## src/rtl/hazard_pkg.sv

```systemverilog
// Shared types and constants for the pipeline hazard controller.
package hazard_pkg;

  typedef enum logic [1:0] {
    RUN       = 2'd0,
    DMEM_WAIT = 2'd1,
    ERR       = 2'd2
  } state_e;

  localparam logic [1:0] FWD_RF  = 2'b00;
  localparam logic [1:0] FWD_WB  = 2'b01;
  localparam logic [1:0] FWD_MEM = 2'b10;

  // x0 is hard-wired to zero, so a write to it never produces a hazard.
  function automatic logic reg_hit(input logic [4:0] rd, input logic [4:0] rs);
    return (rd != 5'd0) && (rd == rs);
  endfunction

endpackage

```

## src/rtl/hazard_controller_forward_select.sv

```systemverilog
// Per-operand forwarding comparator; the Memory stage has the newer value and wins.
module forward_select
  import hazard_pkg::*;
(
  input  logic [4:0] rs_e,
  input  logic [4:0] rd_m,
  input  logic       reg_write_m,
  input  logic [4:0] rd_w,
  input  logic       reg_write_w,
  output logic [1:0] fwd_sel
);

  always_comb begin
    fwd_sel = FWD_RF;
    if (reg_write_m && reg_hit(rd_m, rs_e)) begin
      fwd_sel = FWD_MEM;
    end else if (reg_write_w && reg_hit(rd_w, rs_e)) begin
      fwd_sel = FWD_WB;
    end
  end

endmodule

```

## src/rtl/hazard_controller.sv

```systemverilog
// Hazard/stall sequencer: forwarding selects, load-use and data-memory stalls,
// bounded memory-wait FSM with sticky timeout error, saturating perf counters.
module hazard_controller
  import hazard_pkg::*;
#(
  parameter int MEM_TIMEOUT = 16,
  parameter int CNT_W       = 16
) (
  input  logic             clk,
  input  logic             reset,
  input  logic [4:0]       Rs1D,
  input  logic [4:0]       Rs2D,
  input  logic [4:0]       Rs1E,
  input  logic [4:0]       Rs2E,
  input  logic [4:0]       RdE,
  input  logic [4:0]       RdM,
  input  logic [4:0]       RdW,
  input  logic             RegWriteM,
  input  logic             RegWriteW,
  input  logic             ResultSrcE0,
  input  logic             PCSrcE,
  input  logic             MemReqM,
  input  logic             DMemReadyM,
  input  logic             ErrClr,
  output logic [1:0]       ForwardAE,
  output logic [1:0]       ForwardBE,
  output logic             StallF,
  output logic             StallD,
  output logic             StallE,
  output logic             StallM,
  output logic             FlushD,
  output logic             FlushE,
  output logic             FlushW,
  output logic             MemErr,
  output logic [CNT_W-1:0] LoadUseCnt,
  output logic [CNT_W-1:0] MemWaitCnt
);

  localparam int                WAIT_W   = $clog2(MEM_TIMEOUT + 1);
  localparam logic [WAIT_W-1:0] WAIT_MAX = WAIT_W'(MEM_TIMEOUT);

  state_e            state_q, state_d;
  logic [WAIT_W-1:0] wait_cnt_q, wait_cnt_d;
  logic              mem_err_q, mem_err_d;
  logic [CNT_W-1:0]  lu_cnt_q, lu_cnt_d;
  logic [CNT_W-1:0]  mw_cnt_q, mw_cnt_d;

  logic lw_stall;
  logic mem_stall;

  forward_select u_fwd_a (
    .rs_e        (Rs1E),
    .rd_m        (RdM),
    .reg_write_m (RegWriteM),
    .rd_w        (RdW),
    .reg_write_w (RegWriteW),
    .fwd_sel     (ForwardAE)
  );

  forward_select u_fwd_b (
    .rs_e        (Rs2E),
    .rd_m        (RdM),
    .reg_write_m (RegWriteM),
    .rd_w        (RdW),
    .reg_write_w (RegWriteW),
    .fwd_sel     (ForwardBE)
  );

  assign lw_stall  = ResultSrcE0 && reg_hit(RdE, Rs1D | 5'd0) || ResultSrcE0 && reg_hit(RdE, Rs2D);
  assign mem_stall = ((state_q == RUN) && MemReqM && !DMemReadyM) ||
                     (state_q == DMEM_WAIT) || (state_q == ERR);

  // A memory stall freezes the whole pipe, so a pending redirect in E waits it out.
  always_comb begin
    StallF = lw_stall;
    StallD = lw_stall;
    StallE = 1'b0;
    StallM = 1'b0;
    FlushD = PCSrcE;
    FlushE = lw_stall | PCSrcE;
    FlushW = 1'b0;
    if (mem_stall) begin
      StallF = 1'b1;
      StallD = 1'b1;
      StallE = 1'b1;
      StallM = 1'b1;
      FlushD = 1'b0;
      FlushE = 1'b0;
      FlushW = 1'b1;
    end
  end

  always_comb begin
    state_d    = state_q;
    wait_cnt_d = wait_cnt_q;
    mem_err_d  = mem_err_q;
    case (state_q)
      RUN: begin
        if (MemReqM && !DMemReadyM) begin
          state_d    = DMEM_WAIT;
          wait_cnt_d = WAIT_W'(1);
        end
      end
      DMEM_WAIT: begin
        if (DMemReadyM) begin
          state_d    = RUN;
          wait_cnt_d = '0;
        end else if (wait_cnt_q == WAIT_MAX) begin
          state_d    = ERR;
          wait_cnt_d = '0;
          mem_err_d  = 1'b1;
        end else begin
          wait_cnt_d = wait_cnt_q + WAIT_W'(1);
        end
      end
      ERR: begin
        if (ErrClr) begin
          state_d   = RUN;
          mem_err_d = 1'b0;
        end
      end
      default: begin
        state_d    = RUN;
        wait_cnt_d = '0;
      end
    endcase
  end

  // Counters stick at all-ones rather than wrapping.
  always_comb begin
    lu_cnt_d = lu_cnt_q;
    mw_cnt_d = mw_cnt_q;
    if (lw_stall && !mem_stall && (lu_cnt_q != '1)) begin
      lu_cnt_d = lu_cnt_q + CNT_W'(1);
    end
    if (mem_stall && (state_q != ERR) && (mw_cnt_q != '1)) begin
      mw_cnt_d = mw_cnt_q + CNT_W'(1);
    end
  end

  always_ff @(posedge clk or posedge reset) begin
    if (reset) begin
      state_q    <= RUN;
      wait_cnt_q <= '0;
      mem_err_q  <= 1'b0;
      lu_cnt_q   <= '0;
      mw_cnt_q   <= '0;
    end else begin
      state_q    <= state_d;
      wait_cnt_q <= wait_cnt_d;
      mem_err_q  <= mem_err_d;
      lu_cnt_q   <= lu_cnt_d;
      mw_cnt_q   <= mw_cnt_d;
    end
  end

  assign MemErr     = mem_err_q;
  assign LoadUseCnt = lu_cnt_q;
  assign MemWaitCnt = mw_cnt_q;

endmodule

```

## config.mk

```make
export PLATFORM = sky130hd
export DESIGN_NAME = hazard_controller
export DESIGN_NICKNAME = d
export VERILOG_FILES = /design/src/rtl/hazard_pkg.sv /design/src/rtl/hazard_controller_forward_select.sv /design/src/rtl/hazard_controller.sv
export SDC_FILE = /design/constraint.sdc
export NUM_CORES = 1
export LEC_CHECK = 0
export CAP_MARGIN = 20
export CORE_UTILIZATION = 45
export DETAILED_ROUTE_END_ITERATION = 7
export HOLD_SLACK_MARGIN = 0.03
export PLACE_DENSITY = 0.8
export SYNTH_ARGS = -nofsm -noshare
export SYNTH_HDL_FRONTEND = slang
export SYNTH_SLANG_ARGS = --single-unit
```

## constraint.sdc

```tcl
create_clock -name clk -period 2 [get_ports clk]
set_input_delay 0.3 -clock clk [delete_from_list [all_inputs] [get_ports clk]]
set_output_delay 0.3 -clock clk [all_outputs]
set_load 0.03 [all_outputs]
```

==> summary.txt, run 1 <==
Die
  • Standard-cell row count: 26
  • Die span in x: 75.79 microns
  • Full die area: 5743 sq um
  • Initial core utilization: 47.36%
  • Area inside the core boundary: 5172 sq um
  • Die height: 75.79 microns
  • Top Ports: 88

Synth
  • Number of flip-flops and latches in the synthesized netlist: 40
  • Synthesized area per cell: 10.29 sq um
  • Total of warnings raised by yosys: 0
  • Most area-consuming cells after synthesis: sky130_fd_sc_hd__dfrtp_1 41%, sky130_fd_sc_hd__xnor2_1 15%, sky130_fd_sc_hd__xor2_1 7.2%
  • Commonest register cell after synthesis: sky130_fd_sc_hd__dfrtp_1
  • Most frequent cells after synthesis: 41 x sky130_fd_sc_hd__xnor2_1, 40 x sky130_fd_sc_hd__dfrtp_1, 20 x sky130_fd_sc_hd__xor2_1
  • Cell type contributing the most total cell area after synthesis: sky130_fd_sc_hd__dfrtp_1
  • Proportion of synthesized chip area in sequential cells: 40.86%
  • Instance count of the mapped netlist: 238
  • Top-area cell type share of the netlist area: 40.86%
  • Synthesized netlist net count: 286
  • Number of enable flip-flop cells after synthesis: 0
  • Top-count cell post-synth: sky130_fd_sc_hd__xnor2_1
  • Distinct cells, synth: 44
  • Share of synthesized flip-flops with an asynchronous set or reset: 100.0%
  • Combined area of all synthesized cells: 2450 sq um

STA
  • Worst Setup Slack, final: -0.04992 ns
  • Unrepaired setup endpoints after global routing: yes
  • Max-slew violation total from the final report: 0
  • Maximum clock frequency: 487.8 MHz
  • Worst-case headroom to the max-slew limit: 66.62%
  • Minimum clock period after layout: 2.050 ns
  • Setup clock skew after layout: 0.002584 ns
  • Count of final setup violators: 2
  • Worst-Margin Slew: 0.5006 ns
  • Final Hold Viols: 0
  • Hold WS: 0.4313 ns
  • Period utilization: 102.5%

Place
  • Worst setup slack before clock tree synthesis: -0.4794 ns
  • Port Buffers: 87
  • Hpwl dp: 4.570 mm
  • Dpl cell area: 3645 sq um
  • Placer's final routability congestion estimate: 0.7434

Outcome
  • Run status: finished, violations left
  • Violations in the final reports: negative setup slack

Route
  • First DRT Iteration DRCs: 73
  • Routed length per placed instance: 13.93 microns
  • Count of nets left with antenna violations after detail routing: 0
  • Count of vias placed by the detailed router: 2200
  • Final routed wirelength across all metal layers: 6.017 mm
  • Number of detailed-route iterations in the first pass: 4
  • Residual DRC count: 0
  • Per-cell via count in the routed design: 5.093

GRT
  • Maximum number of pins on one net before global-route repair: 41
  • All-layer global routing usage: 21.70%
  • Initial antenna violation count: 0
  • Vias in the first global route: 2139
  • Global-route wire length before repair: 9.487 mm
  • Overflow left after global routing: 0

Worst setup path
  • Logic depth of the worst register-to-register path: 5
  • Maximum fanout count along the critical path: 2
  • Stages on worst setup path: 8
  • Count of buffering cells on the critical path with inverters included: 4
  • Sequence of cells on the critical path: buf_6, or4_1, o21ai_1, buf_4, buf_6, nor4_4, nor4_4, buf_6
  • Worst stage delay on the critical path: 0.51 ns
  • Slowest CP cell: sky130_fd_sc_hd__or4_1
  • R2R Path Start: MemWaitCnt[0]
  • Required time at the worst-slack endpoint: 1.70 ns
  • Kind of critical path: in2out
  • Sort of element at the start of the critical path: primary input
  • Endpoint type of the worst setup path: output pin
  • Crit path top cell by count: sky130_fd_sc_hd__buf_6
  • Worst reg2reg setup slack: 0.11 ns
  • Arrival time at the worst endpoint: 1.75 ns
  • Crit path max-delay family: simple AND/OR/NAND/NOR gates
  • CP Launch Point: RdM[0]

Clock network
  • Library cell used as clock root buffer: sky130_fd_sc_hd__clkbuf_8
  • Clock-pin slew of the registers on the worst-case setup and hold paths: 0.07 ns
  • H-tree levels: 2
  • Number of buffers added by the clock tree synthesis step: 5
  • TritonCTS Sinks: 40
  • Clock tree from TritonCTS: yes
  • Clock latency on the worst-skew pair: 0.29 ns
  • Max Root-Sink Buffers: 2

Cells and area
  • Number of diodes: 0
  • Net count reported at finish: 410
  • Layout-stage area growth over the synthesis result: 55.46%
  • Finished layout cell area: 3809 sq um
  • Layout cell share with drive strength beyond 1: 24.59%

Power
  • Total power after layout: 2.430 mW
  • Leakage power total: 1.635 nW
  • Max VDD drop: 0.5921 mV
  • Pwr Density: 638.0 nW/um^2

Min path
  • Worst hold path class: in2async

Job
  • Number of max-cap violations: 0
[sequential cells by signal (all words and copies together), names as in the netlist]
| name | cells |
|---|---|
| wait_cnt_q | 5 |
| state_q | 2 |
| LoadUseCnt | 16 |
| MemErr | 1 |
| MemWaitCnt | 16 |
[final cells by class]
| class | count | area (sq um) |
|---|---|---|
| multi-input combinational | 186 | 1486 |
| fill | 388 | 1364 |
| timing repair buffer | 123 | 1132 |
| sequential | 40 | 1002 |
| tap | 70 | 87.58 |
| clock buffer | 6 | 72.57 |
| inverter | 6 | 22.52 |
| clock inverter | 1 | 5.005 |
[per-layer routing]
| metal | vias to the layer above | global-route usage, % | part of all wire (%) |
|---|---|---|---|
| met5 | - | 0 | 0 |
| met4 | 0 | 4.115 | 0.57 |
| met3 | 4 | 5.688 | 4.0 |
| met2 | 60 | 35.30 | 51 |
| met1 | 1048 | 29.33 | 45 |
| li1 | 1088 | - | - |
[cell usage in the layout, fill, tap and decap left out, types with 5 or more instances in the layout]
cell,count
sky130_fd_sc_hd__and4_1,5
sky130_fd_sc_hd__xor2_1,20
sky130_fd_sc_hd__buf_6,13
sky130_fd_sc_hd__nand2_1,14
sky130_fd_sc_hd__and3_1,9
sky130_fd_sc_hd__dlygate4sd2_1,9
sky130_fd_sc_hd__clkbuf_8,5
sky130_fd_sc_hd__nand3_1,18
sky130_fd_sc_hd__buf_4,33
sky130_fd_sc_hd__nor2_1,9
sky130_fd_sc_hd__dfrtp_1,39
sky130_fd_sc_hd__o21ai_0,7
sky130_fd_sc_hd__clkdlybuf4s50_1,53
sky130_fd_sc_hd__nand4_1,11
sky130_fd_sc_hd__xnor2_1,41
sky130_fd_sc_hd__inv_1,6
sky130_fd_sc_hd__buf_2,8
[kinds of logic (layout without fill, tap and decap cells)]
logic type               after synthesis  count (layout)  share of synthesized area (%)
adder cells (fa/ha/maj)                4               4                          2.043
AND/OR/NAND/NOR                       94              94                          22.73
flip-flops                            40              40                          40.86
XOR/XNOR                              61              61                          21.81
buffers and inverters                 12             136                          2.707
multiplexers                           4               4                          1.941
AO/OA/AOI/OAI                         23              23                          7.917
[tightest hold or removal path, stage by stage]
cell and delay [ns]:
sky130_fd_sc_hd__clkdlybuf4s50_1 0.39, sky130_fd_sc_hd__inv_1 0.05, sky130_fd_sc_hd__buf_4 0.43
[timing repair]
action | CTS | global route
gates resized for setup | 73 | 17
pin swaps | 11 | 9
endpoints found under the setup margin | 10 | 8
setup buffers | 3 | 2
hold buffers | 0 | 0
[final timing paths]
kind | end
setup / recovery | ForwardAE[0]
hold / removal | wait_cnt_q[1]
setup reg to reg | MemWaitCnt[1]
hold reg to reg | LoadUseCnt[14]
max in group asynchronous | state_q[1]
min in group clk | LoadUseCnt[14]
[report_power, final]
part           internal (mW)  leakage (nW)  switching, mW  total (mW)
logic                  0.444          1.06          0.455       0.900
registers              0.902         0.533          0.118        1.02
clock network          0.237        0.0410          0.272       0.510
total                   1.58          1.63          0.846        2.43
[through the flow]
step | cells | TNS, ns | utilization [%]
final | 432 | -0.05373 | 73.63
after global placement | 422 | -4.077 | 70.46
after CTS | 432 | -0.1769 | 72.62
after floorplan | 238 | -0.09086 | -
after global routing | 432 | -0.1685 | 73.63
after detailed placement | 422 | -4.153 | 70.46
Note: power is estimated with default switching activity, not from simulation.
==> inputs of run 2 (changes only) <==
Settings changed: REMOVE_ABC_BUFFERS set to 1.
==> run 2 against run 1 <==
  * The run now ends clean
  * Design area up 3.0%
  * Combinational power rose by 2%
  * Global-route usage is 1.9 points higher
  * Clock power is 41% higher
  * Critical path depth decreased by 3
  * Clock-buffer cell count grew 1
  * Worst setup slack gained 0.057 ns
  * Clock skew grew 0.00066 ns
  * Final cell count rose by 1.6%
  * Wire length is 14% higher
  * Sequential share of layout area is 0.76 points lower
  * First-iteration DRC count increased by 1.4%
  * Critical path type unchanged
  * Critical endpoint is now ForwardBE[0]
  * Largest power group unchanged
==> summary.txt, run 2 (synthesis gave the netlist of run 1 again) <==
Route
  • First DRT Iteration DRCs: 74
  • Count of vias placed by the detailed router: 2255
  • Met3 WL post-DR: 357 microns
  • Routed length per placed instance: 15.57 microns
  • Highest routed layer: met4
  • Residual DRC count: 0
  • Final routed wirelength across all metal layers: 6.837 mm
  • Number of detailed-route iterations in the first pass: 4
  • Count of nets left with antenna violations after detail routing: 0
  • Routed length on met1: 2.905 mm
  • Per-cell via count in the routed design: 5.137
  • Total length of routed met2 wires: 3.498 mm

Clock network
  • Max Root-Sink Buffers: 2
  • H-tree levels: 2
  • Clock tree from TritonCTS: yes
  • Library cell used as clock root buffer: sky130_fd_sc_hd__clkbuf_8
  • Number of buffers added by the clock tree synthesis step: 5
  • TritonCTS Sinks: 40
  • Clock-pin slew of the registers on the worst-case setup and hold paths: 0.07 ns
  • Clock latency on the worst-skew pair: 0.29 ns

Cells and area
  • Most used cells in the layout excluding fill and tap cells: 53 x sky130_fd_sc_hd__clkdlybuf4s50_1, 43 x sky130_fd_sc_hd__buf_4, 39 x sky130_fd_sc_hd__dfrtp_1, 39 x sky130_fd_sc_hd__xnor2_1, 19 x sky130_fd_sc_hd__xor2_1
  • Fill cell count: 349
  • Final core occ: 75.81%
  • Layout-stage area growth over the synthesis result: 60.06%
  • Finished layout cell area: 3921 sq um
  • Net count reported at finish: 416
  • Layout cell share with drive strength beyond 1: 28.73%
  • Commonest non-fill, non-tap cell in the layout: sky130_fd_sc_hd__clkdlybuf4s50_1
  • Number of diodes: 0

Die
  • Die height: 75.79 microns
  • Top Ports: 88
  • Area inside the core boundary: 5172 sq um
  • Full die area: 5743 sq um
  • Die span in x: 75.79 microns
  • Initial core utilization: 47.36%
  • Standard-cell row count: 26

STA
  • Worst-Margin Slew: 0.4918 ns
  • Count of final setup violators: 0
  • Period utilization: 99.67%
  • Setup clock skew after layout: 0.003243 ns
  • Unrepaired setup endpoints after global routing: yes
  • Max-slew violation total from the final report: 0
  • Minimum clock period after layout: 1.993 ns
  • Worst-case headroom to the max-slew limit: 66.87%
  • Maximum clock frequency: 501.7 MHz
  • Final total negative setup slack: 0 ns
  • Final Hold Viols: 0

GRT
  • Overflow left after global routing: 0
  • All-layer global routing usage: 23.64%
  • Maximum number of pins on one net before global-route repair: 41
  • Vias in the first global route: 2209
  • Initial antenna violation count: 0
  • Global-route wire length before repair: 10.25 mm

Place
  • Hpwl dp: 4.674 mm
  • Placer's final routability congestion estimate: 0.8255
  • Dpl cell area: 3625 sq um
  • Port Buffers: 87

Job
  • Number of max-cap violations: 0

Worst setup path
  • Kind of critical path: in2out
  • Sort of element at the start of the critical path: primary input
  • Required time at the worst-slack endpoint: 1.70 ns
  • Endpoint type of the worst setup path: output pin
  • Arrival time at the worst endpoint: 1.69 ns
  • Maximum fanout count along the critical path: 2
  • Worst reg2reg setup slack: 0.13 ns

Power
  • Total power after layout: 2.655 mW
  • Pwr Density: 677.0 nW/um^2
  • Leakage power total: 1.693 nW
  • Max VDD drop: 0.5975 mV

Outcome
  • Run status: finished, final reports clean

Min path
  • Worst hold path class: in2async
[run 2: layout make-up]
| cell class | count | area (sq um) | share of cell area (%) |
|---|---|---|---|
| Clock buffer | 7 | 96.34 | 2.457 |
| Inverter | 6 | 22.52 | 0.5743 |
| Clock inverter | 1 | 30.03 | 0.7658 |
| Multi-Input combinational cell | 186 | 1521 | 38.80 |
| Sequential cell | 40 | 1002 | 25.56 |
| Timing Repair Buffer | 129 | 1161 | 29.61 |
| Tap cell | 70 | 87.58 | 2.234 |
[run 2: path summary, 6_finish.rpt]
check	startpoint	end	cells past startpoint
setup / recovery	RdW[1]	ForwardBE[0]	5
hold / removal	reset	MemWaitCnt[11]	3
setup reg to reg	MemWaitCnt[0]	MemWaitCnt[1]	5
hold reg to reg	LoadUseCnt[15]	LoadUseCnt[15]	1
max in group asynchronous	reset	state_q[1]	3
min in group clk	LoadUseCnt[15]	LoadUseCnt[15]	1
[run 2: critical path, cell delays in order]
cell and delay [ns]:
sky130_fd_sc_hd__dlygate4sd2_1 0.25, sky130_fd_sc_hd__o21ai_2 0.08, sky130_fd_sc_hd__or4_4 0.56, sky130_fd_sc_hd__nor4_4 0.33, sky130_fd_sc_hd__buf_6 0.17
[run 2: routing by layer]
metal	up-vias	track usage, %
met4	0	6.790
met5	-	0
li1	1103	-
met2	77	37.07
met3	8	5.952
met1	1067	32.34
[run 2: power breakdown]
group	internal, mW	total, mW	switching [mW]
combinational	0.448	0.914	0.467
clock	0.440	0.720	0.279
sequential	0.902	1.02	0.118
total	1.79	2.65	0.865
[run 2: timing repair]
| item | in CTS | in global routing |
|---|---|---|
| setup endpoints to repair | 8 | 8 |
| buffers inserted | 5 | 3 |
| pin swaps | 12 | 11 |
| hold buffers | 0 | 0 |
| gates resized for setup | 93 | 23 |
[run 2: stage by stage]
stage	worst slack (ns)	cells	hold WS, ns
finish	0.006604	439	0.4208
global route	-0.06196	439	0.4573
floorplan	-0.5372	232	0.3735
CTS	0.0007003	438	0.4424
global placement	-0.5119	425	0.4831
detailed placement	-0.5588	425	0.4840
